[config.mk]
export PLATFORM = sky130hd
export DESIGN_NAME = fetch_stage
export DESIGN_NICKNAME = d
export VERILOG_FILES = /design/src/rtl/fetch_pkg.sv /design/src/rtl/ifid_pipe_reg.sv /design/src/rtl/fetch_stage.sv
export SDC_FILE = /design/constraint.sdc
export NUM_CORES = 1
export LEC_CHECK = 0
export BUFFER_PORTS_ARGS = -buffer_cell sky130_fd_sc_hd__buf_2
export CELL_PAD_IN_SITES_DETAIL_PLACEMENT = 1
export CELL_PAD_IN_SITES_GLOBAL_PLACEMENT = 1
export CORE_MARGIN = 4
export CORE_UTILIZATION = 35
export CTS_CLUSTER_DIAMETER = 150
export CTS_CLUSTER_SIZE = 14
export DETAILED_ROUTE_END_ITERATION = 10
export PLACE_DENSITY_LB_ADDON = 0.1
export SYNTH_ARGS = -nofsm -noshare
export SYNTH_HDL_FRONTEND = slang
export SYNTH_SLANG_ARGS = --single-unit
[constraint.sdc]
create_clock -name clk -period 2.2 [get_ports clk]
set_input_delay 0.11 -clock clk [delete_from_list [all_inputs] [get_ports clk]]
set_output_delay 0.11 -clock clk [all_outputs]
set_load 0.03 [all_outputs]
[src/rtl/fetch_pkg.sv]
// Shared types and constants for the instruction-fetch stage.
package fetch_pkg;

    localparam int unsigned XLEN_DEF         = 32;
    localparam logic [31:0] NOP_INSTR_DEF    = 32'h0000_0000;
    localparam logic [31:0] RESET_VECTOR_DEF = 32'h0000_0000;

    typedef enum logic [1:0] {
        BOOT = 2'd0,
        RUN  = 2'd1,
        HALT = 2'd2
    } fetchState_e;

endpackage

[src/rtl/ifid_pipe_reg.sv]
// IF/ID pipeline register: bubble beats load, neither means hold.
module ifid_pipe_reg
    import fetch_pkg::*;
#(
    parameter int unsigned XLEN      = XLEN_DEF,
    parameter logic [31:0] NOP_INSTR = NOP_INSTR_DEF
) (
    input  logic            clk,
    input  logic            rst_n,
    input  logic            load,
    input  logic            bubble,
    input  logic [XLEN-1:0] pcNext,
    input  logic [XLEN-1:0] pcPlus4Next,
    input  logic [31:0]     instrNext,
    output logic [XLEN-1:0] pc,
    output logic [XLEN-1:0] pcPlus4,
    output logic [31:0]     instr,
    output logic            valid
);

    // A bubble only clears the instruction and valid; pc fields keep their last value.
    always_ff @(posedge clk or negedge rst_n) begin
        if (!rst_n) begin
            pc      <= '0;
            pcPlus4 <= '0;
            instr   <= NOP_INSTR;
            valid   <= 1'b0;
        end else if (bubble) begin
            instr   <= NOP_INSTR;
            valid   <= 1'b0;
        end else if (load) begin
            pc      <= pcNext;
            pcPlus4 <= pcPlus4Next;
            instr   <= instrNext;
            valid   <= 1'b1;
        end
    end

endmodule

[src/rtl/fetch_stage.sv]
// Instruction-fetch stage: PC register, next-PC selection, boot/run/halt control
// and the IF/ID register feeding decode.
module fetch_stage
    import fetch_pkg::*;
#(
    parameter int unsigned     XLEN         = XLEN_DEF,
    parameter logic [XLEN-1:0] RESET_VECTOR = XLEN'(RESET_VECTOR_DEF),
    parameter logic [31:0]     NOP_INSTR    = NOP_INSTR_DEF
) (
    input  logic            clk,
    input  logic            rst_n,
    input  logic            pc_write_en_i,
    input  logic            ifid_en_i,
    input  logic            flush_i,
    input  logic            branch_taken_i,
    input  logic [XLEN-1:0] branch_target_i,
    output logic [XLEN-1:0] imem_addr_o,
    input  logic [31:0]     imem_rdata_i,
    output logic [XLEN-1:0] id_pc_o,
    output logic [XLEN-1:0] id_pc_plus4_o,
    output logic [31:0]     id_instr_o,
    output logic            id_valid_o,
    output logic            misalign_o,
    output logic [31:0]     fetch_count_o
);

    fetchState_e     stateQ;
    logic [XLEN-1:0] pcQ;
    logic [XLEN-1:0] pcD;
    logic [XLEN-1:0] pcPlus4;
    logic            loadIfid;
    logic            bubbleIfid;
    logic            misTrap;
    logic            misalignQ;
    logic [31:0]     fetchCountQ;

    // Next-PC and IF/ID control; only RUN reacts to the hazard and branch inputs.
    always_comb begin
        pcPlus4    = pcQ + XLEN'(4);
        pcD        = pcQ;
        loadIfid   = 1'b0;
        bubbleIfid = 1'b1;
        misTrap    = 1'b0;
        if (stateQ == RUN) begin
            bubbleIfid = flush_i | branch_taken_i;
            loadIfid   = ~bubbleIfid & ifid_en_i;
            if (branch_taken_i) begin
                if (branch_target_i[1:0] == 2'b00) begin
                    pcD = branch_target_i;
                end else begin
                    misTrap = 1'b1;
                end
            end else if (pc_write_en_i) begin
                pcD = pcPlus4;
            end
        end
    end

    // Memory sees the upcoming PC so its registered data lines up with pcQ.
    assign imem_addr_o = pcD;

    always_ff @(posedge clk or negedge rst_n) begin
        if (!rst_n) begin
            stateQ      <= BOOT;
            pcQ         <= RESET_VECTOR;
            misalignQ   <= 1'b0;
            fetchCountQ <= 32'd0;
        end else begin
            pcQ <= pcD;
            case (stateQ)
                BOOT:    stateQ <= RUN;
                RUN:     if (misTrap) stateQ <= HALT;
                HALT:    stateQ <= HALT;
                default: stateQ <= BOOT;
            endcase
            if (misTrap) begin
                misalignQ <= 1'b1;
            end
            if (loadIfid) begin
                fetchCountQ <= fetchCountQ + 32'd1;
            end
        end
    end

    assign misalign_o    = misalignQ;
    assign fetch_count_o = fetchCountQ;

    ifid_pipe_reg #(
        .XLEN      (XLEN),
        .NOP_INSTR (NOP_INSTR)
    ) u_ifid (
        .clk         (clk),
        .rst_n       (rst_n),
        .load        (loadIfid),
        .bubble      (bubbleIfid),
        .pcNext      (pcQ),
        .pcPlus4Next (pcPlus4),
        .instrNext   (imem_rdata_i),
        .pc          (id_pc_o),
        .pcPlus4     (id_pc_plus4_o),
        .instr       (id_instr_o),
        .valid       (id_valid_o)
    );

endmodule

==> reports/qor.yml <==
status: "finished with violations"
violations: "setup timing"
worstMarginPinSlew_ns: 0.645
ant_nets: 0
hold_class: "primary input to flip-flop"
path_cells: "nand4_1 > buf_4 > nor4_2 > nand3_1 > xor2_1 > o21ai_1 > buf_2"
portBuffers: 231
synth.cell_area_mm2: 0.00750
cp_data_required_time_ns: 2.09
syn_avg_cell_area_um2: 9.84
cts.sinks: 162
final_cell_mix: "buf_2 (201), nand2_1 (167), dfrtp_1 (158)"
ys_seq_area_share_pct: 54.1
grt_max_degree: 74
die_h_um: 154
crit_arrival_ns: 2.35
start_kind: "flip-flop"
syn_inst: 762
yosys_warnings: 0
grt_first_pass_wirelength_mm: 42.3
antenna_found_initial: 2
route.detailed.drc: 0
track_usage_pct: 22.4
cts_buffer_depth: 2
setup_slack_ns: -0.255
synthFlopType: "dfrtp_1"
critPathTopFamily: "simple AND/OR/NAND/NOR gates"
fin_crit_ns: 2.46
cts_htree_levels: 4
synth_edf_count: 0
pre_cts_ws_ns: 0.0386
syn_to_final_growth_pct: 53.4
insertion_delay_ns: 0.43
ir_worst_vdd_v: 0.000561
power.leakage_uw: 0.00586
n_fill_cell: 2375
power_uw: 13600
power.density_mw_per_mm2: 1180
crit_type: "flip-flop to primary output"
cpPeakStageDelay_ns: 0.42
num_rows: 53
num_vias: 7041
routed_wl_mm: 27.4
grt_pass1_vias: 7424
cp-end-kind: "primary output"
slew_headroom_pct: 56.6
io_pins: 232
diodes: 0
drt-initial-drc-count: 354
dpl-instance-area_mm2: 0.00940
layout_commonest_cell: "buf_2"
skew_ns: 0.0120
cts_tree: "yes"
setup_viol: 19
overflow: 0
crit_fanout: 3
finalHoldViolCount: 0
worst-path-buf-inv: 2
async_reset_ff_share_pct: 100
maxCapViolCount: 0
drv_slew: 0
drive_gt1_share_pct: 40.3
detail_route.first_pass.iterations: 6
multiInputGateArea_mm2: 0.00365
clockRootBuffer: "clkbuf_16"
rsz0062_at_grt: "yes"
routabilityCongestion: 0.777
cp_slowest_cell: "nor4_2"
period_share_pct: 112
fmax_ghz: 0.407
finish.instance_area_mm2: 0.0115
syn-num-nets: 836
die_area_mm2: 0.0238
regArea_mm2: 0.00406
core_mm2: 0.0210
start_util_pct: 35.7
finalNetCount: 1197
wl_per_cell_um: 19.4
cts_buffers: 17
die_w_um: 154
cts.clk_slew.worst_paths_ns: 0.07
ys_types: 54
synth-seq-cells: 162
vias_per_cell: 4.99
place_hpwl_mm: 18.2
## layer usage
metal	vias to the layer above	routed length [µm]	global-route usage [%]
met5	-	21	0
met4	4	327	4.88
met3	26	1670	5.90
met2	203	13700	38.0
met1	3489	11700	28.9
li1	3319	-	-
## repair_timing
action | CTS | global route
pin swaps | 20 | 34
hold buffers | 43 | 0
hold endpoints to repair | 95 | 0
resized for setup | 81 | 89
buffers inserted | 24 | 30
endpoints found under the setup margin | 32 | 36
gates cloned | 2 | 0
## worst paths after layout
| path | slack, ns | end | cells after the start | startpoint |
|---|---|---|---|---|
| worst max-delay path | -0.26 | imem_addr_o[31] | 7 | pcQ[19] |
| worst min-delay path | 0.04 | pcQ[21] | 3 | branch_target_i[21] |
| worst max register to register | 0.15 | fetch_count_o[21] | 9 | stateQ[1] |
| worst min register to register | 0.46 | u_ifid.pcPlus4[1] | 2 | pcQ[1] |
| max in group asynchronous | 1.28 | pcQ[3] | 3 | rst_n |
| min in group asynchronous | 0.22 | fetch_count_o[28] | 2 | rst_n |
## cell type report
cell class / count / share of cell area [%]
Clock buffer: 21 / 3.92
Clock inverter: 11 / 1.34
Inverter: 9 / 0.294
Multi-Input combinational cell: 540 / 31.7
Sequential cell: 162 / 35.3
Tap cell: 275 / 2.99
Timing Repair Buffer: 393 / 24.5
## power by group
| part | switching, µW | internal (µW) | leakage [µW] |
|---|---|---|---|
| logic | 3830 | 2470 | 0.00343 |
| clock network | 1280 | 1830 | 0.000288 |
| registers | 518 | 3700 | 0.00214 |
| total | 5630 | 7990 | 0.00586 |
## kinds of logic after synthesis
logic type / synth area share, %
AO/OA/AOI/OAI: 9.98
AND/OR/NAND/NOR: 20.7
XOR/XNOR: 6.89
adder cells (fa/ha/maj): 0.668
multiplexers: 4.41
buffers and inverters: 3.32
flip-flops: 54.1
## through the flow
stage               instances  util [%]  hold slack [ns]  TNS, ns
floorplan                 762         -           -0.186   -0.135
finish                   1411      54.7           0.0429    -2.67
global placement         1281      44.7            0.126        0
detailed placement       1281      44.7            0.124        0
CTS                      1382      52.1           0.0153    -2.87
global route             1411      54.7           0.0353    -5.00
## flip-flops by register name, summed over array words and instances, names as in the netlist
register and cells:
u_ifid.pc 30, fetch_count_o 32, u_ifid.pcPlus4 32, misalign_o 1
u_ifid.valid 1, u_ifid.instr 32, pcQ 32, stateQ 2
## tightest hold or removal path, stage by stage
cell and delay [ns]:
buf_2 0.10, a22oi_1 0.11, o311ai_4 0.11
## cell usage after synthesis, drive strengths merged (2+ instances only)
cell type  count  area, µm²
nand2        177        664
dfrtp        162       4050
nor2          59        221
o21ai         52        260
xnor2         40        350
clkbuf        33        125
mux2i         33        330
nand3         23        115
nand4         22        183
xor2          19        166
buf           18       90.1
a22o          16        140
a21oi         12       60.1
inv            9       33.8
a22oi          8       60.1
nor3           8       51.3
and3           6       37.5
nor4           6       73.8
or3            6       47.5
o22ai          5       31.3
o31ai          5       37.5
and2           4       25.0
ha             4       50.1
a21o           3       22.5
and4           3       26.3
nor2b          3       18.8
o211ai         3       22.5
o311ai         3       26.3
nand2b         2       12.5
nand3b         2       15.0
o2bb2ai        2       17.5
or4            2       18.8
Power figures use the tool's default switching activity.
